[config.mk]
export PLATFORM = sky130hd
export DESIGN_NAME = lfsr_gen_flat
export DESIGN_NICKNAME = d
export VERILOG_FILES = /design/src/rtl/lfsr_gen_if.sv /design/src/rtl/lfsr_gen.sv /design/src/flat_wrapper.sv
export SDC_FILE = /design/constraint.sdc
export NUM_CORES = 1
export LEC_CHECK = 0
export ABC_AREA = 1
export BUFFER_PORTS_ARGS = -buffer_cell sky130_fd_sc_hd__buf_2
export CAP_MARGIN = 20
export CORE_MARGIN = 4
export CORE_UTILIZATION = 45
export DETAILED_ROUTE_END_ITERATION = 10
export PLACE_DENSITY = 0.63
export SLEW_MARGIN = 20
export SYNTH_ARGS = -nofsm -noshare
export SYNTH_HDL_FRONTEND = slang
export SYNTH_SLANG_ARGS = --single-unit
[constraint.sdc]
create_clock -name clk -period 3.2 [get_ports clk]
set_input_delay 0.32 -clock clk [delete_from_list [all_inputs] [get_ports clk]]
set_output_delay 0.32 -clock clk [all_outputs]
set_load 0.02 [all_outputs]
[src/rtl/lfsr_gen_if.sv]
// Parallel/serial LFSR generator bus: step/load controls in, state, serial bit,
// wrap pulse, measured period and lock-up flag out.
interface lfsr_gen_if #(
    parameter int unsigned WIDTH = 11
) ();
    logic             en;
    logic             load;
    logic [WIDTH-1:0] seed_in;
    logic [WIDTH-1:0] q;
    logic             bit_out;
    logic             wrap;
    logic [WIDTH-1:0] period;
    logic             lockup;

    modport master (
        output en, load, seed_in,
        input  q, bit_out, wrap, period, lockup
    );

    modport slave (
        input  en, load, seed_in,
        output q, bit_out, wrap, period, lockup
    );
endinterface

[src/rtl/lfsr_gen.sv]
// Fibonacci LFSR with step enable, seed load, period measurement and lock-up flag.
// Define LFSR_LOCKUP_RECOVER_EN to recover automatically from the all-zero state.
module lfsr_gen #(
    parameter int unsigned      WIDTH = 11,
    parameter logic [WIDTH-1:0] TAPS  = 11'h500,
    parameter logic [WIDTH-1:0] SEED  = 11'h001
) (
    input  logic      clk,
    input  logic      rst,
    lfsr_gen_if.slave bus
);

    logic [WIDTH-1:0] q_q, q_d;
    logic [WIDTH-1:0] ref_q, ref_d;
    logic [WIDTH-1:0] cnt_q, cnt_d;
    logic [WIDTH-1:0] period_q, period_d;
    logic             wrap_q, wrap_d;
    logic             fb;
    logic [WIDTH-1:0] q_step;
    logic             q_zero;
`ifdef LFSR_LOCKUP_RECOVER_EN
    logic             zload_q, zload_d;
`endif

    always_comb begin
        fb       = ^(q_q & TAPS);
        q_step   = {q_q[WIDTH-2:0], fb};
        q_zero   = (q_q == '0);

        q_d      = q_q;
        ref_d    = ref_q;
        cnt_d    = cnt_q;
        period_d = period_q;
        wrap_d   = 1'b0;
`ifdef LFSR_LOCKUP_RECOVER_EN
        zload_d  = 1'b0;
`endif

        if (bus.load) begin
`ifdef LFSR_LOCKUP_RECOVER_EN
            // A zero seed would lock the register; substitute SEED and flag it once.
            if (bus.seed_in == '0) begin
                q_d     = SEED;
                ref_d   = SEED;
                zload_d = 1'b1;
            end else begin
                q_d     = bus.seed_in;
                ref_d   = bus.seed_in;
            end
`else
            q_d   = bus.seed_in;
            ref_d = bus.seed_in;
`endif
            cnt_d = '0;
        end else if (bus.en) begin
            if (!q_zero) begin
                q_d = q_step;
                if (q_step == ref_q) begin
                    wrap_d   = 1'b1;
                    period_d = cnt_q + WIDTH'(1);
                    cnt_d    = '0;
                end else begin
                    cnt_d    = cnt_q + WIDTH'(1);
                end
            end
`ifdef LFSR_LOCKUP_RECOVER_EN
            else begin
                q_d   = SEED;
                ref_d = SEED;
                cnt_d = '0;
            end
`endif
        end
    end

    always_ff @(posedge clk) begin
        if (rst) begin
            q_q      <= SEED;
            ref_q    <= SEED;
            cnt_q    <= '0;
            period_q <= '0;
            wrap_q   <= 1'b0;
`ifdef LFSR_LOCKUP_RECOVER_EN
            zload_q  <= 1'b0;
`endif
        end else begin
            q_q      <= q_d;
            ref_q    <= ref_d;
            cnt_q    <= cnt_d;
            period_q <= period_d;
            wrap_q   <= wrap_d;
`ifdef LFSR_LOCKUP_RECOVER_EN
            zload_q  <= zload_d;
`endif
        end
    end

    assign bus.q       = q_q;
    assign bus.bit_out = q_q[WIDTH-1];
    assign bus.wrap    = wrap_q;
    assign bus.period  = period_q;
`ifdef LFSR_LOCKUP_RECOVER_EN
    assign bus.lockup  = q_zero | zload_q;
`else
    assign bus.lockup  = q_zero;
`endif

endmodule

[src/flat_wrapper.sv]
// flat-port wrapper written by rule: the top's interface ports become plain ports
module lfsr_gen_flat 
#(
    parameter int unsigned      WIDTH = 11,
    parameter logic [WIDTH-1:0] TAPS  = 11'h500,
    parameter logic [WIDTH-1:0] SEED  = 11'h001
)
  (clk, rst, bus_en, bus_load, bus_seed_in, bus_q, bus_bit_out, bus_wrap, bus_period, bus_lockup);
  lfsr_gen_if #(.WIDTH(WIDTH)) bus_i ();
  input  logic clk;
  input  logic rst;
  input wire logic [$bits(bus_i.en)-1:0] bus_en;
  input wire logic [$bits(bus_i.load)-1:0] bus_load;
  input wire logic [$bits(bus_i.seed_in)-1:0] bus_seed_in;
  output wire logic [$bits(bus_i.q)-1:0] bus_q;
  output wire logic [$bits(bus_i.bit_out)-1:0] bus_bit_out;
  output wire logic [$bits(bus_i.wrap)-1:0] bus_wrap;
  output wire logic [$bits(bus_i.period)-1:0] bus_period;
  output wire logic [$bits(bus_i.lockup)-1:0] bus_lockup;
  assign bus_i.en = bus_en;
  assign bus_i.load = bus_load;
  assign bus_i.seed_in = bus_seed_in;
  assign bus_q = bus_i.q;
  assign bus_bit_out = bus_i.bit_out;
  assign bus_wrap = bus_i.wrap;
  assign bus_period = bus_i.period;
  assign bus_lockup = bus_i.lockup;
  lfsr_gen #(.WIDTH(WIDTH), .TAPS(TAPS), .SEED(SEED)) u_core (.clk(clk), .rst(rst), .bus(bus_i));
endmodule
# Word-level counts from Yosys, hierarchy flattened
# Cells that the tools add are included.
[totals]
ff_bits = 45
out_inout_bits = 25
word_cells = 24
[classes]
add_sub_neg = 1
eq_ne = 2
n_mux = 5
bitwise_logic = 3
reduce_logical = 8
[op_table]
columns = ["cell", "n"]
rows = [
  ["11-bit 2-to-1 mux", 4],
  ["11-bit by 1-bit adder with 11-bit output, second input constant", 1],
  ["11-bit equality test", 1],
  ["11-bit zero test", 1],
  ["11-bit XOR reduction", 1],
  ["2-bit AND reduction", 2],
  ["4-bit AND reduction", 1],
  ["4-bit OR reduction", 1],
  ["1-bit inverter", 3],
  ["2-bit inequality test, second input constant", 1],
  ["2-bit nonzero test", 1],
  ["2-bit OR reduction", 1],
  ["1-bit 2-to-1 mux", 1],
]

# Logic depth before layout (Yosys ltp)
[logic_depth]
word_depth = 4
mapped_depth = 11

# Worst setup path before layout
# Ideal clock, no wire load.
[synth_timing]
kind = "reg-to-reg"
from = "register u_core.q_q[2], in the netlist u_core.bus.q[2]"
to = "register u_core.period_q[5], in the netlist u_core.bus.period[5]"
setup_ps = 115
t_arrival_ps = 1324
t_required_ps = 3085
slack_ps = 1761
path_stages_with_launch = 11
n_path_buf = 1
period_less_slack_ps = 1439
cell_sequence = "dfxtp_1 inv_1 nand2_1 nand2_1 nor2_1 nand3_1 nor2_4 buf_6 nand3_1 nand2_1 nor2_1"
[synth_between]
elab_chain_len = 3
elab_cells_between_ends = 4
cone_classes = "eq/ne: 1; bitwise: 1; reduce/logical: 2"
[synth_rtl]
columns = ["element", "line", "rtl"]
rows = [
  ["from (decl)", "lfsr_gen.sv:13", "logic [WIDTH-1:0] q_q, q_d;"],
  ["from (signal assigned)", "lfsr_gen.sv:87", "q_q <= q_d;"],
  ["11-bit zero test", "lfsr_gen.sv:28", "q_zero = (q_q == '0);"],
  ["1-bit inverter (no line)", "-", ""],
  ["4-bit AND reduction (no line) (*)", "-", ""],
  ["to (signal assigned)", "lfsr_gen.sv:90", "period_q <= period_d;"],
  ["to (decl)", "lfsr_gen.sv:16", "logic [WIDTH-1:0] period_q, period_d;"],
]
# Mark *: on every way between the ends. The rest lies on a longest branch, timed or not.
# A chain may end at the register's enable or synchronous reset.

# Worst setup path in the final report
[layout_timing]
from = "register u_core.q_q[1], in the netlist u_core.bus.q[1]"
to = "register u_core.q_q[5], in the netlist u_core.bus.q[5]"
[layout_between]
elab_chain_len = 3
[layout_rtl]
columns = ["element", "line"]
rows = [
  ["11-bit zero test", "lfsr_gen.sv:28"],
  ["2-bit inequality test (no line)", "-"],
  ["2-bit AND reduction (no line)", "-"],
]
# No other way between the ends.

==> metrics.yaml <==
status: "complete, no violations"
cp-end-kind: "register"
reg2reg_depth: 9
cts_sinks: 45
start_util: 0.467
hold_class: "in -> reg"
fmax_ghz: 0.548
rows: 26
ir_worst_vdd_uv: 312
antenna_found_initial: 0
clock_latency_ns: 0.31
synth_area_leader_cell: "dfxtp_1"
cts_made_buffers: 5
p_clk_frac: 0.405
cp.required_ns: 3.37
report.final.slew_viol_count: 0
crit_arrival_ns: 2.00
cts_tree: "done"
ys_warn_count: 0
p_int_uw: 950
cts_resized: 0
clock_path_buffers: 2
globalplace.congestion: 0.842
clk_pin_slew_ns: 0.09
via_per_inst: 4.83
synth_cells: 353
grt_pass1_vias: 1982
ant_nets: 0
avgSynthCellArea_um2: 6.75
routed_wl_mm: 5.47
core_area_mm2: 0.00511
ioPinCount: 40
wl_per_cell_um: 12.0
layout_commonest_cell: "nand2_1"
die-width_um: 80.8
period_share: 0.570
combPwrFrac: 0.136
switching_share: 0.269
clock_skew_ns: 0.00697
synth_top_area_frac: 0.378
netlist_area_mm2: 0.00238
root_buffer: "clkbuf_8"
nets: 399
grt_max_degree: 26
antennaDiodeCount: 0
cts_setup_buffers: 0
cts_max_level: 2
drc_errors: 0
die_area_mm2: 0.00653
dp_hpwl_mm: 3.82
synth.distinct_cells: 27
setup_viol: 0
relSlewSlack: 0.574
place_area_mm2: 0.00255
hold_viol: 0
drtPass1Iterations: 4
gr-usage-all-layers: 0.182
drive_above_1_share: 0.172
hold_path_depth: 3
area_growth_pct: 12.8
synth_nets: 369
tns_ns: 0
drt_iter0_drc: 153
synthTopCellsByArea: "dfxtp_1 (38%), nand2_1 (17%), a21oi_1 (6.5%)"
start_kind: "register"
period_needed_ns: 1.83
grt_first_pass_wirelength_mm: 9.25
layout_common_cells: "nand2_1 (105), dfxtp_1 (45), buf_2 (39), inv_1 (37)"
hold_buffers: 0
power_density_mw_per_mm2: 483
rsz0062_at_grt: "false"
worstMarginPinSlew_ns: 0.635
p_switching_uw: 350
num_vias: 2192
cp_max_fo: 15
gr-total-overflow: 0
ys_seq_elements: 45
die_y_um: 80.8
worstSetupPathType: "reg -> reg"
final_cell_area_mm2: 0.00269
cap_violations: 0
yosysSeqAreaShare: 0.378
port_buffers: 39
leakage_uw: 0.00119
sequentialPowerShare: 0.459
==> power groups by stage <==
| stage | combinational (µW) | clock, µW | sequential, µW |
|---|---|---|---|
| 3_3_place_gp | 176 | 0 | 609 |
| 3_5_place_dp | 176 | 0 | 610 |
| 4_1_cts | 177 | 540 | 597 |
| 2_1_floorplan | 125 | 0 | 619 |
| 5_1_grt | 197 | 563 | 600 |
| 6_report | 176 | 527 | 597 |
==> logic make-up after synthesis <==
| group | share of synthesized area |
|---|---|
| AOI/OAI and AO/OA | 0.113 |
| xor gates and xnor gates | 0.0478 |
| adders and majority gates | 0.00525 |
| buffers and inverters | 0.116 |
| DFF | 0.378 |
| and+or+nand+nor | 0.340 |
==> per-layer routing <==
layer  track usage  up-vias  routed length, µm  share of wire
met2         0.263       50               2270           0.42
met3        0.0443        6                332          0.061
li1              -     1177                  -              -
met4        0.0524        0                 87          0.016
met5             0        -                  0              0
met1         0.267      959               2780           0.51
==> worst paths after layout <==
path | startpoint | slack (ns) | to
hold / removal | bus_seed_in[0] | 0.27 | u_core.bus.q[0]$_SDFFE_PP1P_
hold reg to reg | u_core.cnt_q[10]$_SDFFE_PP0P_ | 0.48 | u_core.cnt_q[10]$_SDFFE_PP0P_
setup / recovery | u_core.bus.q[1]$_SDFFE_PP0P_ | 1.37 | u_core.bus.q[5]$_SDFFE_PP0P_
setup reg to reg | u_core.bus.q[1]$_SDFFE_PP0P_ | 1.37 | u_core.bus.q[5]$_SDFFE_PP0P_
==> state kept, by name, summed over array words and instances, names as in the netlist <==
| register | flops |
|---|---|
| u_core.ref_q | 11 |
| u_core.cnt_q | 11 |
| u_core.bus.wrap | 1 |
| u_core.bus.q | 11 |
| u_core.bus.period | 11 |
==> critical path, stage by stage, from the launching register on <==
cell and delay [ns]:
dfxtp_1 0.45, nor2_1 0.08, nand2_1 0.08, nor2_1 0.06
nand2_2 0.12, nand2_4 0.15, nand2_2 0.25, clkinv_1 0.31
nand2_1 0.13, a21oi_1 0.07
==> cell usage after synthesis <==
cell type	count
a21oi_1	31
buf_1	3
buf_2	2
buf_4	4
buf_6	5
clkbuf_1	2
clkinv_1	2
dfxtp_1	45
ha_1	1
inv_1	37
inv_2	4
nand2_1	105
nand2_2	4
nand2_4	1
nand3_1	30
nand3_2	1
nand4_1	3
nor2_1	31
nor2_2	3
nor2_4	3
nor3_2	2
nor4_2	1
o211ai_1	1
o21ai_0	10
o22ai_1	9
xnor2_1	5
xor2_1	8
==> layout make-up <==
class / count / area [µm²]
Clock buffer: 5 / 68.8
Clock inverter: 3 / 68.8
Fill cell: 535 / 2420
Inverter: 43 / 161
Multi-Input combinational cell: 249 / 1210
Sequential cell: 45 / 901
Tap cell: 70 / 87.6
Timing Repair Buffer: 39 / 195
==> stage by stage <==
stage / total power, µW / std cells / setup slack, ns / utilization / hold slack [ns]
4_1_cts: 1310 / 454 / 1.39 / 0.526 / 0.267
3_3_place_gp: 785 / 446 / 1.37 / 0.500 / 0.462
2_1_floorplan: 745 / 353 / 1.76 / - / 0.457
5_1_grt: 1360 / 454 / 1.21 / 0.526 / 0.273
3_5_place_dp: 785 / 446 / 1.41 / 0.500 / 0.466
6_report: 1300 / 454 / 1.37 / 0.526 / 0.270
No activity file was read; power rests on OpenSTA's default activity.
